$ cat config.mk
export PLATFORM = sky130hd
export DESIGN_NAME = game_countdown
export DESIGN_NICKNAME = d
export VERILOG_FILES = /design/src/rtl/game_pkg.sv /design/src/rtl/game_countdown_mmss_adjust.sv /design/src/rtl/game_countdown.sv
export SDC_FILE = /design/constraint.sdc
export NUM_CORES = 1
export LEC_CHECK = 0
export CAP_MARGIN = 25
export CORE_ASPECT_RATIO = 0.8
export CORE_UTILIZATION = 65
export CTS_CLUSTER_DIAMETER = 120
export CTS_CLUSTER_SIZE = 8
export DETAILED_ROUTE_END_ITERATION = 10
export DONT_BUFFER_PORTS = 1
export GPL_ROUTABILITY_DRIVEN = 0
export PLACE_DENSITY = 0.81
export SYNTH_ARGS = -nofsm -noshare
export SYNTH_HDL_FRONTEND = slang
export SYNTH_SLANG_ARGS = --single-unit
$ cat constraint.sdc
create_clock -name clk -period 15.7 [get_ports clk]
set_input_delay 2.355 -clock clk [delete_from_list [all_inputs] [get_ports clk]]
set_output_delay 2.355 -clock clk [all_outputs]
set_load 0.02 [all_outputs]
$ cat src/rtl/game_pkg.sv
// Shared definitions for the brick-smasher round countdown.
package game_pkg;

    typedef enum logic [1:0] {
        ST_IDLE    = 2'd0,
        ST_RUN     = 2'd1,
        ST_PAUSE   = 2'd2,
        ST_EXPIRED = 2'd3
    } state_e;

    localparam int unsigned MAX_SECONDS = 599;  // 9:59
    localparam int          BCD_W       = 4;
    localparam int          SEC_W       = 10;   // holds 0..1023, enough for 599+59

    // Fold an M:SS BCD triple into a plain seconds count.
    function automatic logic [SEC_W-1:0] mmss_to_secs(input logic [BCD_W-1:0] m,
                                                      input logic [BCD_W-1:0] t,
                                                      input logic [BCD_W-1:0] o);
        return SEC_W'(m) * SEC_W'(60) + SEC_W'(t) * SEC_W'(10) + SEC_W'(o);
    endfunction

endpackage

$ cat src/rtl/game_countdown_mmss_adjust.sv
// Combinational M:SS adjuster: optional -1 s and +inc s, clamped to 9:59.
module mmss_adjust
    import game_pkg::*;
(
    input  logic [BCD_W-1:0] min_i,
    input  logic [BCD_W-1:0] tens_i,
    input  logic [BCD_W-1:0] ones_i,
    input  logic             dec_i,
    input  logic [5:0]       inc_i,
    output logic [BCD_W-1:0] min_o,
    output logic [BCD_W-1:0] tens_o,
    output logic [BCD_W-1:0] ones_o,
    output logic             zero_o
);

    logic [SEC_W:0]   sum;
    logic [SEC_W-1:0] secs;
    logic [SEC_W-1:0] q_min;
    logic [SEC_W-1:0] rem;
    logic [SEC_W-1:0] q_tens;
    logic [SEC_W-1:0] q_ones;

    // Add first, then take the tick, then clamp: tick+bonus nets to +(bonus-1)
    // before saturation. The decrement is floored at zero so it can never wrap.
    always_comb begin
        sum = {1'b0, mmss_to_secs(min_i, tens_i, ones_i)} + (SEC_W+1)'(inc_i);
        if (dec_i && (sum != '0)) begin
            sum = sum - (SEC_W+1)'(1);
        end
        if (sum > (SEC_W+1)'(MAX_SECONDS)) begin
            sum = (SEC_W+1)'(MAX_SECONDS);
        end
        secs   = sum[SEC_W-1:0];
        q_min  = secs / SEC_W'(60);
        rem    = secs - q_min * SEC_W'(60);
        q_tens = rem / SEC_W'(10);
        q_ones = rem - q_tens * SEC_W'(10);
    end

    assign min_o  = BCD_W'(q_min);
    assign tens_o = BCD_W'(q_tens);
    assign ones_o = BCD_W'(q_ones);
    assign zero_o = (secs == '0) && (sum[SEC_W] == 1'b0);

endmodule

$ cat src/rtl/game_countdown.sv
// Round clock FSM: BCD M:SS countdown with pause, restart, bonus and timeout.
module game_countdown
    import game_pkg::*;
#(
    parameter int unsigned INIT_MIN  = 2,
    parameter int unsigned INIT_SEC  = 0,
    parameter int unsigned BONUS_SEC = 10
) (
    input  logic             clk,
    input  logic             reset,
    input  logic             tick,
    input  logic             start,
    input  logic             pause,
    input  logic             restart,
    input  logic             bonus,
    output logic             timer_en,
    output logic [BCD_W-1:0] min_bcd,
    output logic [BCD_W-1:0] sec_tens,
    output logic [BCD_W-1:0] sec_ones,
    output logic             running,
    output logic             timeout,
    output logic             done
);

    localparam logic [BCD_W-1:0] INIT_M    = BCD_W'(INIT_MIN);
    localparam logic [BCD_W-1:0] INIT_T    = BCD_W'(INIT_SEC / 10);
    localparam logic [BCD_W-1:0] INIT_O    = BCD_W'(INIT_SEC % 10);
    localparam logic             INIT_ZERO = (INIT_MIN == 0) && (INIT_SEC == 0);
    localparam logic [5:0]       BONUS     = 6'(BONUS_SEC);

    state_e           state_q;
    logic [BCD_W-1:0] min_q, tens_q, ones_q;
    logic             done_q;

    logic             adj_dec;
    logic [5:0]       adj_inc;
    logic [BCD_W-1:0] min_d, tens_d, ones_d;
    logic             zero_d;

    // Ticks only count in RUN; bonus lands in RUN or PAUSE.
    always_comb begin
        adj_dec = tick && (state_q == ST_RUN);
        adj_inc = (bonus && ((state_q == ST_RUN) || (state_q == ST_PAUSE))) ? BONUS : 6'd0;
    end

    mmss_adjust u_adj (
        .min_i  (min_q),
        .tens_i (tens_q),
        .ones_i (ones_q),
        .dec_i  (adj_dec),
        .inc_i  (adj_inc),
        .min_o  (min_d),
        .tens_o (tens_d),
        .ones_o (ones_d),
        .zero_o (zero_d)
    );

    // Round FSM and digit registers; restart beats pause beats start.
    always_ff @(posedge clk or posedge reset) begin
        if (reset) begin
            state_q <= ST_IDLE;
            min_q   <= INIT_M;
            tens_q  <= INIT_T;
            ones_q  <= INIT_O;
            done_q  <= 1'b0;
        end else begin
            done_q <= 1'b0;
            if (restart) begin
                state_q <= ST_IDLE;
                min_q   <= INIT_M;
                tens_q  <= INIT_T;
                ones_q  <= INIT_O;
            end else begin
                case (state_q)
                    ST_IDLE: begin
                        if (start && !pause) begin
                            if (INIT_ZERO) begin
                                state_q <= ST_EXPIRED;
                                done_q  <= 1'b1;
                            end else begin
                                state_q <= ST_RUN;
                            end
                        end
                    end
                    ST_RUN: begin
                        min_q  <= min_d;
                        tens_q <= tens_d;
                        ones_q <= ones_d;
                        // Expiry outranks a same-cycle pause.
                        if (tick && zero_d) begin
                            state_q <= ST_EXPIRED;
                            done_q  <= 1'b1;
                        end else if (pause) begin
                            state_q <= ST_PAUSE;
                        end
                    end
                    ST_PAUSE: begin
                        min_q  <= min_d;
                        tens_q <= tens_d;
                        ones_q <= ones_d;
                        if (start && !pause) begin
                            state_q <= ST_RUN;
                        end
                    end
                    ST_EXPIRED: begin
                        if (start && !pause) begin
                            min_q  <= INIT_M;
                            tens_q <= INIT_T;
                            ones_q <= INIT_O;
                            if (INIT_ZERO) begin
                                done_q <= 1'b1;
                            end else begin
                                state_q <= ST_RUN;
                            end
                        end
                    end
                    default: state_q <= ST_IDLE;
                endcase
            end
        end
    end

    assign timer_en = (state_q == ST_RUN);
    assign running  = (state_q == ST_RUN);
    assign timeout  = (state_q == ST_EXPIRED);
    assign min_bcd  = min_q;
    assign sec_tens = tens_q;
    assign sec_ones = ones_q;
    assign done     = done_q;

endmodule

==> flow_summary.html, run 1 <==
<table>
<tr><th>Metric</th><th>Value</th></tr>
<tr><th colspan="2">Status</th></tr>
<tr><td>Status</td><td>finished clean</td></tr>
<tr><th colspan="2">Global routing</th></tr>
<tr><td>Total global routing overflow</td><td>0</td></tr>
<tr><td>Number of global-route vias before repair</td><td>between 3000 and 4000</td></tr>
<tr><td>Global-route usage over all layers</td><td>0.303</td></tr>
<tr><td>Antenna violations before repair</td><td>0</td></tr>
<tr><td>Largest net degree at the start of global routing</td><td>16</td></tr>
<tr><td>Wire length of the first global-routing pass</td><td>17.0 mm</td></tr>
<tr><th colspan="2">Worst hold path</th></tr>
<tr><td>Source of the worst hold timing path</td><td>state_q[1]</td></tr>
<tr><td>Instance count along the most critical hold path</td><td>2</td></tr>
<tr><td>Worst hold path class</td><td>reg -&gt; reg</td></tr>
<tr><th colspan="2">Detailed routing</th></tr>
<tr><td>First-pass detailed-route iteration total</td><td>5</td></tr>
<tr><td>Iteration-0 DRC Markers</td><td>between 300 and 400</td></tr>
<tr><td>Via density</td><td>between 6 and 7</td></tr>
<tr><td>Routed wire length</td><td>10.6 mm</td></tr>
<tr><td>Vias after detailed routing</td><td>between 4000 and 5000</td></tr>
<tr><td>Antenna viol nets, final</td><td>0</td></tr>
<tr><td>Average wire per standard cell</td><td>16.6 um</td></tr>
<tr><td>DRC violation count after routing</td><td>0</td></tr>
<tr><th colspan="2">Synth</th></tr>
<tr><td>Mapped Cells</td><td>around 560</td></tr>
<tr><td>Netlist cell types</td><td>90</td></tr>
<tr><td>Sequential-to-total area share from yosys stat</td><td>0.0867</td></tr>
<tr><td>Top_reg_cell synth</td><td>dfrtp_1</td></tr>
<tr><td>Total of flip-flops plus latches after synthesis</td><td>15</td></tr>
<tr><td>Number of synthesis warnings</td><td>0</td></tr>
<tr><td>Per-instance average area after synthesis</td><td>7.82 um2</td></tr>
<tr><td>Number of flops mapped to enable cells by yosys</td><td>0</td></tr>
<tr><td>Share of async-settable or async-resettable flops after synthesis</td><td>1.00</td></tr>
<tr><td>Area of the mapped netlist</td><td>0.00434 mm2</td></tr>
<tr><th colspan="2">Timing</th></tr>
<tr><td>Normalized max-slew margin</td><td>0.383</td></tr>
<tr><td>Worst Slack Setup Final</td><td>roughly 960 ps</td></tr>
<tr><td>RSZ-0062 raised after global routing</td><td>false</td></tr>
<tr><td>Transition at the pin with the smallest max-transition slack</td><td>a little over 900 ps</td></tr>
<tr><td>Final period utilization</td><td>0.939</td></tr>
<tr><td>Shortest period the worst path allows</td><td>approximately 15000 ps</td></tr>
<tr><td>Maximum clock skew at final layout</td><td>about 3.7 ps</td></tr>
<tr><td>Highest clock frequency the design can meet</td><td>67.9 MHz</td></tr>
<tr><td>Setup Total Neg Slack</td><td>0 ps</td></tr>
<tr><td>Number of endpoints with negative hold slack in the final report</td><td>0</td></tr>
<tr><td>Number of setup violations in the final report</td><td>0</td></tr>
<tr><td>Max-slew violation total from the final report</td><td>0</td></tr>
<tr><th colspan="2">Placed design</th></tr>
<tr><td>Pre-CTS worst setup slack</td><td>around 880 ps</td></tr>
<tr><td>Placed wire-length estimate after detailed placement</td><td>~8.7 mm</td></tr>
<tr><td>Count of buffers inserted at the top-level ports</td><td>0</td></tr>
<tr><th colspan="2">Finish</th></tr>
<tr><td>Area grow syn2layout</td><td>2.97%</td></tr>
<tr><td>Layout cell share with drive strength beyond 1</td><td>0.0886</td></tr>
<tr><td>Most common library cell in the layout ignoring fill and taps</td><td>ha_1</td></tr>
<tr><td>Nets@finish</td><td>631</td></tr>
<tr><td>Most frequent cells in the layout</td><td>52 x ha_1, 51 x nor2_1, 50 x inv_1, 43 x nand2_1, 31 x o21ai_0</td></tr>
<tr><td>Antenna diodes</td><td>0</td></tr>
<tr><th colspan="2">Setup path</th></tr>
<tr><td>Startpoint Class</td><td>register</td></tr>
<tr><td>Number of cells traversed by the worst register-to-register path</td><td>54</td></tr>
<tr><td>Highest fanout seen on the critical path</td><td>11</td></tr>
<tr><td>Buf/Inv on CP</td><td>4</td></tr>
<tr><td>Req. time, crit path</td><td>between 15000 and 20000 ps</td></tr>
<tr><td>Capturing element type of the critical path</td><td>register</td></tr>
<tr><td>Launching point of the worst reg2reg path</td><td>min_bcd[1]</td></tr>
<tr><td>Critical path's largest stage delay</td><td>about 630 ps</td></tr>
<tr><td>Kind of cell adding the most delay to the critical path</td><td>compound AO/OA/AOI/OAI gates</td></tr>
<tr><td>Critical Path Source</td><td>min_bcd[1]</td></tr>
<tr><td>Slowest-stage cell, CP</td><td>dfstp_2</td></tr>
<tr><td>Cell occurring most often along the worst timing path</td><td>ha_1</td></tr>
<tr><td>Total stage count of the critical path</td><td>54</td></tr>
<tr><td>Arrival time at the worst endpoint</td><td>around 15000 ps</td></tr>
<tr><td>Worst setup path class</td><td>reg -&gt; reg</td></tr>
<tr><th colspan="2">CTS</th></tr>
<tr><td>CTS Hold Buffers Added</td><td>0</td></tr>
<tr><td># resized after CTS</td><td>0</td></tr>
<tr><td>Total CTS buffers</td><td>3</td></tr>
<tr><td>Reg clk slew, reported paths</td><td>roughly 60 ps</td></tr>
<tr><td>Post CTS Setup Buffer Count</td><td>0</td></tr>
<tr><td>Maximum number of buffers from clock root to sink</td><td>2</td></tr>
<tr><td>Skew-Pair Late Insertion Delay</td><td>roughly 250 ps</td></tr>
<tr><td>Root buffer selected by CTS</td><td>clkbuf_8</td></tr>
<tr><td>Clock tree from TritonCTS</td><td>done</td></tr>
<tr><td>H-tree lvl count</td><td>1</td></tr>
<tr><td>Clock sink count</td><td>15</td></tr>
<tr><th colspan="2">Floorplanning</th></tr>
<tr><td>Die height</td><td>roughly 75 um</td></tr>
<tr><td>Die Wd</td><td>slightly above 90 um</td></tr>
<tr><td>I/O pin count</td><td>23</td></tr>
<tr><td>Placement row count</td><td>26</td></tr>
<tr><td>Die Footprint</td><td>around 0.0070 mm2</td></tr>
<tr><td>Placeable Area</td><td>about 0.0064 mm2</td></tr>
<tr><td>Initial Util</td><td>0.677</td></tr>
<tr><th colspan="2">Job</th></tr>
<tr><td>Max-cap check violation count</td><td>0</td></tr>
</table>
-- registers in the layout, indices dropped and copies added, names as in the netlist --
name and count:
min_bcd 4, done 1, state_q 2, sec_tens 4, sec_ones 4
-- worst paths after layout --
check,end,slack [ps]
max reg2reg,sec_ones[3],960
max in group asynchronous,min_bcd[1],13300
max,sec_ones[3],960
min reg2reg,state_q[1],570
min in group asynchronous,done,2030
min,state_q[1],570
-- synthesized netlist by cell type (3+ instances only) --
cell       count  area share
a22o_1         4      0.0081
xor2_1        14       0.028
o21a_1         7       0.012
or3_1          5      0.0072
a31oi_1        4      0.0058
nor3_1        20       0.023
o21ai_0       31       0.036
nand3_1       23       0.027
a211oi_1       5      0.0086
clkbuf_1       4      0.0035
nor3b_1        4      0.0069
xnor2_1       21       0.042
mux2i_1        5       0.012
o21ai_1        3      0.0035
a211oi_2       5       0.014
a22oi_1        4      0.0069
nor2b_1        4      0.0058
nand2_1       43       0.037
nor2_1        51       0.044
a21o_1        12       0.021
and2_1         6      0.0086
o311ai_0       3      0.0061
a211o_1        4      0.0081
nand2b_1       5      0.0072
o211ai_1       8       0.014
dfrtp_1       14       0.081
o31ai_1        4      0.0069
nand4_1        4      0.0058
or2_2          9       0.013
o2111ai_1      4      0.0081
fa_1          18       0.083
inv_1         50       0.043
a21oi_1       25       0.029
nor4_1         7       0.010
ha_1          52        0.15
-- metrics by stage --
step,cells,hold slack (ps),util,instance area [um2]
after detailed placement,633,557,0.689,4410
after global routing,637,593,0.698,4470
final,637,574,0.698,4470
after floorplan,557,519,-,4350
after global placement,633,541,0.689,4410
after CTS,637,568,0.696,4460
-- area by class of cell --
class / count / area (um2)
Tap cell: 84 / 105
Sequential cell: 15 / 377
Clock buffer: 4 / 45.0
Fill cell: 535 / 1940
Multi-Input combinational cell: 484 / 3760
Inverter: 50 / 188
-- layer usage --
| layer | vias to the layer above | routed length, um | part of all wire | global-route usage |
|---|---|---|---|---|
| met3 | 19 | 526 | 0.050 | 0.0384 |
| met4 | 0 | 184 | 0.017 | 0.0632 |
| met5 | - | 0 | 0 | 0 |
| met1 | 1969 | 4770 | 0.45 | 0.408 |
| met2 | 139 | 5100 | 0.48 | 0.528 |
| li1 | 2030 | - | - | - |
-- logic make-up after synthesis --
kind of cell	after synthesis	synth area share
AO/OA/AOI/OAI	163	0.281
XOR/XNOR	37	0.0798
adder cells (fa/ha/maj)	71	0.235
buffers and inverters	58	0.0539
flip-flops	15	0.0867
multiplexers	8	0.0202
other	2	0.00173
AND/OR/NAND/NOR	201	0.241
-- worst min-delay path, stage by stage (launching register included) --
cell and delay [ps]:
dfrtp_1 380, inv_1 70, a211oi_1 80
Power of run 1 is left out: the tool's default activity adds up to more than one toggle a clock period on the data nets, which glitch-free logic cannot reach.
==> inputs of run 2 (changes only) <==
Settings changed: CORE_UTILIZATION 65 to 34, CTS_CLUSTER_DIAMETER 120 to 30, PLACE_DENSITY 0.81 to default.
==> flow_summary.html, run 2 (same netlist as run 1, synthesis figures left out) <==
<table>
<tr><th>Metric</th><th>Value</th></tr>
<tr><th colspan="2">Global routing</th></tr>
<tr><td>Global-route usage over all layers</td><td>0.176 (was 0.303)</td></tr>
<tr><td>Total global routing overflow</td><td>0 (unchanged)</td></tr>
<tr><td>Number of global-route vias before repair</td><td>3918 (was 3689)</td></tr>
<tr><td>Wire length of the first global-routing pass</td><td>18.9 mm (was 17.0 mm)</td></tr>
<tr><td>Antenna violations before repair</td><td>0 (unchanged)</td></tr>
<tr><td>Largest net degree at the start of global routing</td><td>16 (unchanged)</td></tr>
<tr><th colspan="2">Timing</th></tr>
<tr><td>Normalized max-slew margin</td><td>0.400 (was 0.383)</td></tr>
<tr><td>Final period utilization</td><td>0.928 (was 0.939)</td></tr>
<tr><td>Shortest period the worst path allows</td><td>14570 ps (was 14740 ps)</td></tr>
<tr><td>Max-slew violation total from the final report</td><td>0 (unchanged)</td></tr>
<tr><td>RSZ-0062 raised after global routing</td><td>false (unchanged)</td></tr>
<tr><td>Transition at the pin with the smallest max-transition slack</td><td>894 ps (was 918 ps)</td></tr>
<tr><td>Number of setup violations in the final report</td><td>0 (unchanged)</td></tr>
<tr><td>Highest clock frequency the design can meet</td><td>68.6 MHz (was 67.9 MHz)</td></tr>
<tr><td>Number of endpoints with negative hold slack in the final report</td><td>0 (unchanged)</td></tr>
<tr><td>Setup Total Neg Slack</td><td>0 ps (unchanged)</td></tr>
<tr><td>Maximum clock skew at final layout</td><td>6.58 ps (was 3.69 ps)</td></tr>
<tr><th colspan="2">CTS</th></tr>
<tr><td>H-tree lvl count</td><td>1 (unchanged)</td></tr>
<tr><td>Maximum number of buffers from clock root to sink</td><td>2 (unchanged)</td></tr>
<tr><td>Skew-Pair Late Insertion Delay</td><td>250 ps (about the same)</td></tr>
<tr><td>Root buffer selected by CTS</td><td>clkbuf_16 (was clkbuf_8)</td></tr>
<tr><td>Post CTS Setup Buffer Count</td><td>0 (unchanged)</td></tr>
<tr><td>Clock sink count</td><td>15 (unchanged)</td></tr>
<tr><td>Total CTS buffers</td><td>3 (unchanged)</td></tr>
<tr><td>CTS Hold Buffers Added</td><td>0 (unchanged)</td></tr>
<tr><td>Clock tree from TritonCTS</td><td>done (unchanged)</td></tr>
<tr><td>Reg clk slew, reported paths</td><td>50 ps (was 60 ps)</td></tr>
<tr><td># resized after CTS</td><td>0 (unchanged)</td></tr>
<tr><th colspan="2">Setup path</th></tr>
<tr><td>Startpoint Class</td><td>register (unchanged)</td></tr>
<tr><td>Buf/Inv on CP</td><td>5 (was 4)</td></tr>
<tr><td>Capturing element type of the critical path</td><td>register (unchanged)</td></tr>
<tr><td>Highest fanout seen on the critical path</td><td>11 (unchanged)</td></tr>
<tr><td>Number of cells traversed by the worst register-to-register path</td><td>56 (was 54)</td></tr>
<tr><td>Launching point of the worst reg2reg path</td><td>min_bcd[1] (unchanged)</td></tr>
<tr><td>Kind of cell adding the most delay to the critical path</td><td>compound AO/OA/AOI/OAI gates (unchanged)</td></tr>
<tr><td>Arrival time at the worst endpoint</td><td>14690 ps (was 14860 ps)</td></tr>
<tr><td>Worst setup path class</td><td>reg -&gt; reg (unchanged)</td></tr>
<tr><td>Critical path's largest stage delay</td><td>630 ps (about the same)</td></tr>
<tr><td>Req. time, crit path</td><td>15820 ps (was 15830 ps)</td></tr>
<tr><td>Slowest-stage cell, CP</td><td>dfstp_2 (unchanged)</td></tr>
<tr><td>Cell occurring most often along the worst timing path</td><td>ha_1 (unchanged)</td></tr>
<tr><td>Reg-to-reg endpoint</td><td>sec_ones[3] (unchanged)</td></tr>
<tr><td>Flop2flop setup slack</td><td>1130 ps (was 960 ps)</td></tr>
<tr><th colspan="2">Floorplanning</th></tr>
<tr><td>Initial Util</td><td>0.353 (was 0.677)</td></tr>
<tr><td>I/O pin count</td><td>23 (unchanged)</td></tr>
<tr><td>Die height</td><td>103 um (was 75.1 um)</td></tr>
<tr><td>Placeable Area</td><td>0.0123 mm2 (was 0.00641 mm2)</td></tr>
<tr><td>Die Wd</td><td>128 um (was 93.4 um)</td></tr>
<tr><td>Die Footprint</td><td>0.0132 mm2 (was 0.00701 mm2)</td></tr>
<tr><td>Placement row count</td><td>36 (was 26)</td></tr>
<tr><th colspan="2">Worst hold path</th></tr>
<tr><td>End point of the most critical hold path</td><td>state_q[1] (unchanged)</td></tr>
<tr><td>Worst hold path class</td><td>reg -&gt; reg (unchanged)</td></tr>
<tr><td>Source of the worst hold timing path</td><td>state_q[1] (unchanged)</td></tr>
<tr><td>Instance count along the most critical hold path</td><td>2 (unchanged)</td></tr>
<tr><th colspan="2">Placed design</th></tr>
<tr><td>Placed wire-length estimate after detailed placement</td><td>9.48 mm (was 8.73 mm)</td></tr>
<tr><td>Count of buffers inserted at the top-level ports</td><td>0 (unchanged)</td></tr>
<tr><th colspan="2">Detailed routing</th></tr>
<tr><td>Antenna viol nets, final</td><td>0 (unchanged)</td></tr>
<tr><td>Iteration-0 DRC Markers</td><td>276 (was 330)</td></tr>
<tr><td>Average wire per standard cell</td><td>15.6 um (was 16.6 um)</td></tr>
<tr><td>Routed wire length</td><td>11.3 mm (was 10.6 mm)</td></tr>
<tr><td>Via density</td><td>5.65 (was 6.53)</td></tr>
<tr><td>First-pass detailed-route iteration total</td><td>5 (unchanged)</td></tr>
<tr><td>DRC violation count after routing</td><td>0 (unchanged)</td></tr>
<tr><td>Vias after detailed routing</td><td>4098 (was 4157)</td></tr>
<tr><th colspan="2">Finish</th></tr>
<tr><td>Layout cell share with drive strength beyond 1</td><td>0.0921 (was 0.0886)</td></tr>
<tr><td>Nets@finish</td><td>632 (was 631)</td></tr>
<tr><td>Most common library cell in the layout ignoring fill and taps</td><td>ha_1 (unchanged)</td></tr>
<tr><td>Antenna diodes</td><td>0 (unchanged)</td></tr>
<tr><td>Most frequent cells in the layout</td><td>52 x ha_1, 51 x nor2_1, 50 x inv_1, 43 x nand2_1, 31 x o21ai_0 (unchanged)</td></tr>
<tr><td>Area grow syn2layout</td><td>6.48% (was 2.97%)</td></tr>
<tr><th colspan="2">Job</th></tr>
<tr><td>Max-cap check violation count</td><td>0 (unchanged)</td></tr>
<tr><th colspan="2">Status</th></tr>
<tr><td>Status</td><td>finished clean (unchanged)</td></tr>
</table>
## run 2: changes by cell type in the layout (fill, tap and decap cells not counted), sizes merged
cell / change
buf: +1
clkbuf: -1
clkinvlp: +1
## run 2: worst max-delay path by stage
stage          slack (ps)       start          end  depth (start not counted)
6_report             1130  min_bcd[1]  sec_ones[3]                         56
5_1_grt               130  min_bcd[1]  sec_ones[3]                         56
4_1_cts               710  min_bcd[1]  sec_ones[3]                         54
3_5_place_dp          760  min_bcd[1]  sec_ones[3]                         54
3_3_place_gp         1210  min_bcd[1]  sec_ones[3]                         54
2_1_floorplan        2750  min_bcd[1]  sec_ones[3]                         55
## run 2: area by class of cell
| type | count | area (um2) |
|---|---|---|
| Inverter | 50 | 188 |
| Sequential cell | 15 | 377 |
| Fill cell | 1251 | 7670 |
| Multi-Input combinational cell | 484 | 3750 |
| Clock inverter | 1 | 7.51 |
| Tap cell | 171 | 214 |
| Timing Repair Buffer | 1 | 7.51 |
| Clock buffer | 3 | 75.1 |
## run 2: worst min-delay path, cell delays in order, from the launching register on
cell	delay, ps
dfrtp_1	370
inv_1	80
a211oi_1	70
## run 2: per-stage QoR
| step | setup slack [ps] | instances | hold slack (ps) | util | area (um2) |
|---|---|---|---|---|---|
| 6_report | 1130 | 725 | 555 | 0.376 | 4620 |
| 5_1_grt | 131 | 725 | 588 | 0.376 | 4620 |
| 4_1_cts | 707 | 725 | 566 | 0.375 | 4610 |
| 3_5_place_dp | 757 | 721 | 560 | 0.368 | 4520 |
| 3_3_place_gp | 1210 | 721 | 547 | 0.368 | 4520 |
| 2_1_floorplan | 2750 | 557 | 519 | - | 4350 |
## run 2: layer usage
layer / vias up / track usage / share of wire / wire, um
li1: 2026 / - / - / -
met1: 1967 / 0.249 / 0.51 / 5750
met2: 99 / 0.299 / 0.44 / 4980
met3: 6 / 0.0187 / 0.050 / 568
met4: 0 / 0.0163 / 0.0041 / 46
met5: - / 0 / 0 / 0
Power of run 2 is left out for the same reason.
==> inputs of run 3 (changes only) <==
Clock period 15.7 ns to 14.65 ns, I/O delays scaled along.
==> flow_summary.html, run 3 (same netlist as run 1, synthesis figures left out) <==
<table>
<tr><th>Metric</th><th>Value</th></tr>
<tr><th colspan="2">Detailed routing</th></tr>
<tr><td>Routed wire length</td><td>11.7 mm (was 11.3 mm)</td></tr>
<tr><td>DRC violation count after routing</td><td>0 (unchanged)</td></tr>
<tr><td>Iteration-0 DRC Markers</td><td>244 (was 276)</td></tr>
<tr><td>Via density</td><td>5.66 (was 5.65)</td></tr>
<tr><td>Antenna viol nets, final</td><td>0 (unchanged)</td></tr>
<tr><td>Vias after detailed routing</td><td>4175 (was 4098)</td></tr>
<tr><td>Average wire per standard cell</td><td>15.9 um (was 15.6 um)</td></tr>
<tr><td>First-pass detailed-route iteration total</td><td>5 (unchanged)</td></tr>
<tr><th colspan="2">CTS</th></tr>
<tr><td>Clock tree from TritonCTS</td><td>done (unchanged)</td></tr>
<tr><td>Root buffer selected by CTS</td><td>clkbuf_16 (unchanged)</td></tr>
<tr><td>H-tree lvl count</td><td>1 (unchanged)</td></tr>
<tr><td>CTS Hold Buffers Added</td><td>0 (unchanged)</td></tr>
<tr><td>Total CTS buffers</td><td>3 (unchanged)</td></tr>
<tr><td>Clock sink count</td><td>15 (unchanged)</td></tr>
<tr><td>Reg clk slew, reported paths</td><td>50 ps (about the same)</td></tr>
<tr><td>Maximum number of buffers from clock root to sink</td><td>2 (unchanged)</td></tr>
<tr><td>Skew-Pair Late Insertion Delay</td><td>240 ps (was 250 ps)</td></tr>
<tr><th colspan="2">Finish</th></tr>
<tr><td>Area grow syn2layout</td><td>11.2% (was 6.48%)</td></tr>
<tr><td>Most frequent cells in the layout</td><td>51 x ha_1, 49 x inv_1, 49 x nor2_1, 43 x nand2_1, 28 x o21ai_0 (was 52 x ha_1, 51 x nor2_1, 50 x inv_1, 43 x nand2_1, 31 x o21ai_0)</td></tr>
<tr><td>Final Core Density</td><td>0.393 (was 0.376)</td></tr>
<tr><td>Layout cell share with drive strength beyond 1</td><td>0.138 (was 0.0921)</td></tr>
<tr><td>Most common library cell in the layout ignoring fill and taps</td><td>ha_1 (unchanged)</td></tr>
<tr><td>Nets@finish</td><td>644 (was 632)</td></tr>
<tr><td>Filler Cell Count</td><td>1269 (was 1251)</td></tr>
<tr><td>Antenna diodes</td><td>0 (unchanged)</td></tr>
<tr><th colspan="2">Placed design</th></tr>
<tr><td>Pre-CTS worst setup slack</td><td>-76.9 ps (was 757 ps)</td></tr>
<tr><td>Count of buffers inserted at the top-level ports</td><td>0 (unchanged)</td></tr>
<tr><td>Placed wire-length estimate after detailed placement</td><td>9.60 mm (was 9.48 mm)</td></tr>
<tr><th colspan="2">Timing</th></tr>
<tr><td>Maximum clock skew at final layout</td><td>6.11 ps (was 6.58 ps)</td></tr>
<tr><td>Highest clock frequency the design can meet</td><td>71.3 MHz (was 68.6 MHz)</td></tr>
<tr><td>Max-slew violation total from the final report</td><td>0 (unchanged)</td></tr>
<tr><td>Number of endpoints with negative hold slack in the final report</td><td>0 (unchanged)</td></tr>
<tr><td>Transition at the pin with the smallest max-transition slack</td><td>804 ps (was 894 ps)</td></tr>
<tr><td>Setup Total Neg Slack</td><td>0 ps (unchanged)</td></tr>
<tr><td>Worst Slack Setup Final</td><td>623 ps (was 1130 ps)</td></tr>
<tr><td>Normalized max-slew margin</td><td>0.459 (was 0.400)</td></tr>
<tr><td>Number of setup violations in the final report</td><td>0 (unchanged)</td></tr>
<tr><td>Final period utilization</td><td>0.957 (was 0.928)</td></tr>
<tr><td>Shortest period the worst path allows</td><td>14030 ps (was 14570 ps)</td></tr>
<tr><th colspan="2">Setup path</th></tr>
<tr><td>Reg-to-reg endpoint</td><td>sec_ones[3] (unchanged)</td></tr>
<tr><td>Capturing element type of the critical path</td><td>register (unchanged)</td></tr>
<tr><td>Termination of the worst setup path</td><td>sec_ones[3] (unchanged)</td></tr>
<tr><td>Highest fanout seen on the critical path</td><td>7 (was 11)</td></tr>
<tr><td>Cell occurring most often along the worst timing path</td><td>fa_1 (was ha_1)</td></tr>
<tr><td>Startpoint Class</td><td>register (unchanged)</td></tr>
<tr><td>Arrival time at the worst endpoint</td><td>14140 ps (was 14690 ps)</td></tr>
<tr><td>Critical path's largest stage delay</td><td>630 ps (about the same)</td></tr>
<tr><td>Buf/Inv on CP</td><td>6 (was 5)</td></tr>
<tr><td>Flop2flop setup slack</td><td>620 ps (was 1130 ps)</td></tr>
<tr><td>Worst setup path class</td><td>reg -&gt; reg (unchanged)</td></tr>
<tr><td>Number of cells traversed by the worst register-to-register path</td><td>53 (was 56)</td></tr>
<tr><td>Slowest-stage cell, CP</td><td>dfstp_2 (unchanged)</td></tr>
<tr><td>Req. time, crit path</td><td>14770 ps (was 15820 ps)</td></tr>
<tr><td>Critical Path Source</td><td>min_bcd[1] (unchanged)</td></tr>
<tr><td>Kind of cell adding the most delay to the critical path</td><td>adder cells (was compound AO/OA/AOI/OAI gates)</td></tr>
<tr><td>Launching point of the worst reg2reg path</td><td>min_bcd[1] (unchanged)</td></tr>
<tr><td>Total stage count of the critical path</td><td>53 (was 56)</td></tr>
<tr><th colspan="2">Global routing</th></tr>
<tr><td>Wire length of the first global-routing pass</td><td>19.4 mm (was 18.9 mm)</td></tr>
<tr><td>Total global routing overflow</td><td>0 (unchanged)</td></tr>
<tr><td>Largest net degree at the start of global routing</td><td>16 (unchanged)</td></tr>
<tr><td>Number of global-route vias before repair</td><td>4035 (was 3918)</td></tr>
<tr><td>Global-route usage over all layers</td><td>0.181 (was 0.176)</td></tr>
<tr><td>Antenna violations before repair</td><td>0 (unchanged)</td></tr>
<tr><th colspan="2">Worst hold path</th></tr>
<tr><td>Worst hold path class</td><td>reg -&gt; reg (unchanged)</td></tr>
<tr><th colspan="2">Floorplanning</th></tr>
<tr><td>Die Footprint</td><td>0.0132 mm2 (unchanged)</td></tr>
<tr><td>I/O pin count</td><td>23 (unchanged)</td></tr>
<tr><td>Initial Util</td><td>0.353 (unchanged)</td></tr>
<tr><td>Placeable Area</td><td>0.0123 mm2 (unchanged)</td></tr>
<tr><td>Placement row count</td><td>36 (unchanged)</td></tr>
<tr><td>Die height</td><td>103 um (unchanged)</td></tr>
<tr><td>Die Wd</td><td>128 um (unchanged)</td></tr>
<tr><th colspan="2">Job</th></tr>
<tr><td>Max-cap check violation count</td><td>0 (unchanged)</td></tr>
<tr><th colspan="2">Status</th></tr>
<tr><td>Status</td><td>finished clean (unchanged)</td></tr>
</table>
==> run 3: worst min path at each step <==
stage / startpoint / to / depth (start not counted)
after detailed placement: state_q[1] / state_q[1] / 2
after global routing: state_q[1] / state_q[1] / 2
after floorplan: state_q[1] / state_q[1] / 2
after CTS: state_q[1] / state_q[1] / 2
after global placement: state_q[1] / state_q[1] / 2
final: state_q[1] / state_q[1] / 2
==> run 3: routing by layer <==
layer / vias to the layer above / wire length, um / global-route usage
li1: 2050 / - / -
met1: 2020 / 5850 / 0.256
met2: 91 / 5180 / 0.298
met3: 14 / 532 / 0.0197
met4: 0 / 153 / 0.0335
met5: - / 0 / 0
==> run 3: tightest hold or removal path, cell delays in order (launching register included) <==
cell,delay (ps)
dfrtp_1,370
inv_1,80
a211oi_1,70
==> run 3: area by class of cell <==
| cell class | count | area [um2] | area share |
|---|---|---|---|
| multi-input combinational | 484 | 3870 | 0.802 |
| clock inverter | 1 | 5.00 | 0.00104 |
| sequential | 15 | 377 | 0.0780 |
| tap | 171 | 214 | 0.0443 |
| clock buffer | 3 | 75.1 | 0.0155 |
| inverter | 50 | 188 | 0.0389 |
| timing repair buffer | 13 | 97.6 | 0.0202 |
==> run 3: repair_timing <==
item                       4_1_cts  5_1_grt
buffers inserted                 0        9
resized for setup                1       29
setup endpoints to repair        1        3
pin swaps                        0        7
==> run 3: per-stage QoR <==
step / instance area, um2 / instances / hold slack (ps)
after floorplan: 4350 / 557 / 519
after CTS: 4630 / 728 / 570
after detailed placement: 4550 / 724 / 560
after global placement: 4550 / 724 / 551
after global routing: 4830 / 737 / 584
final: 4830 / 737 / 563
Power of run 3 is left out for the same reason.
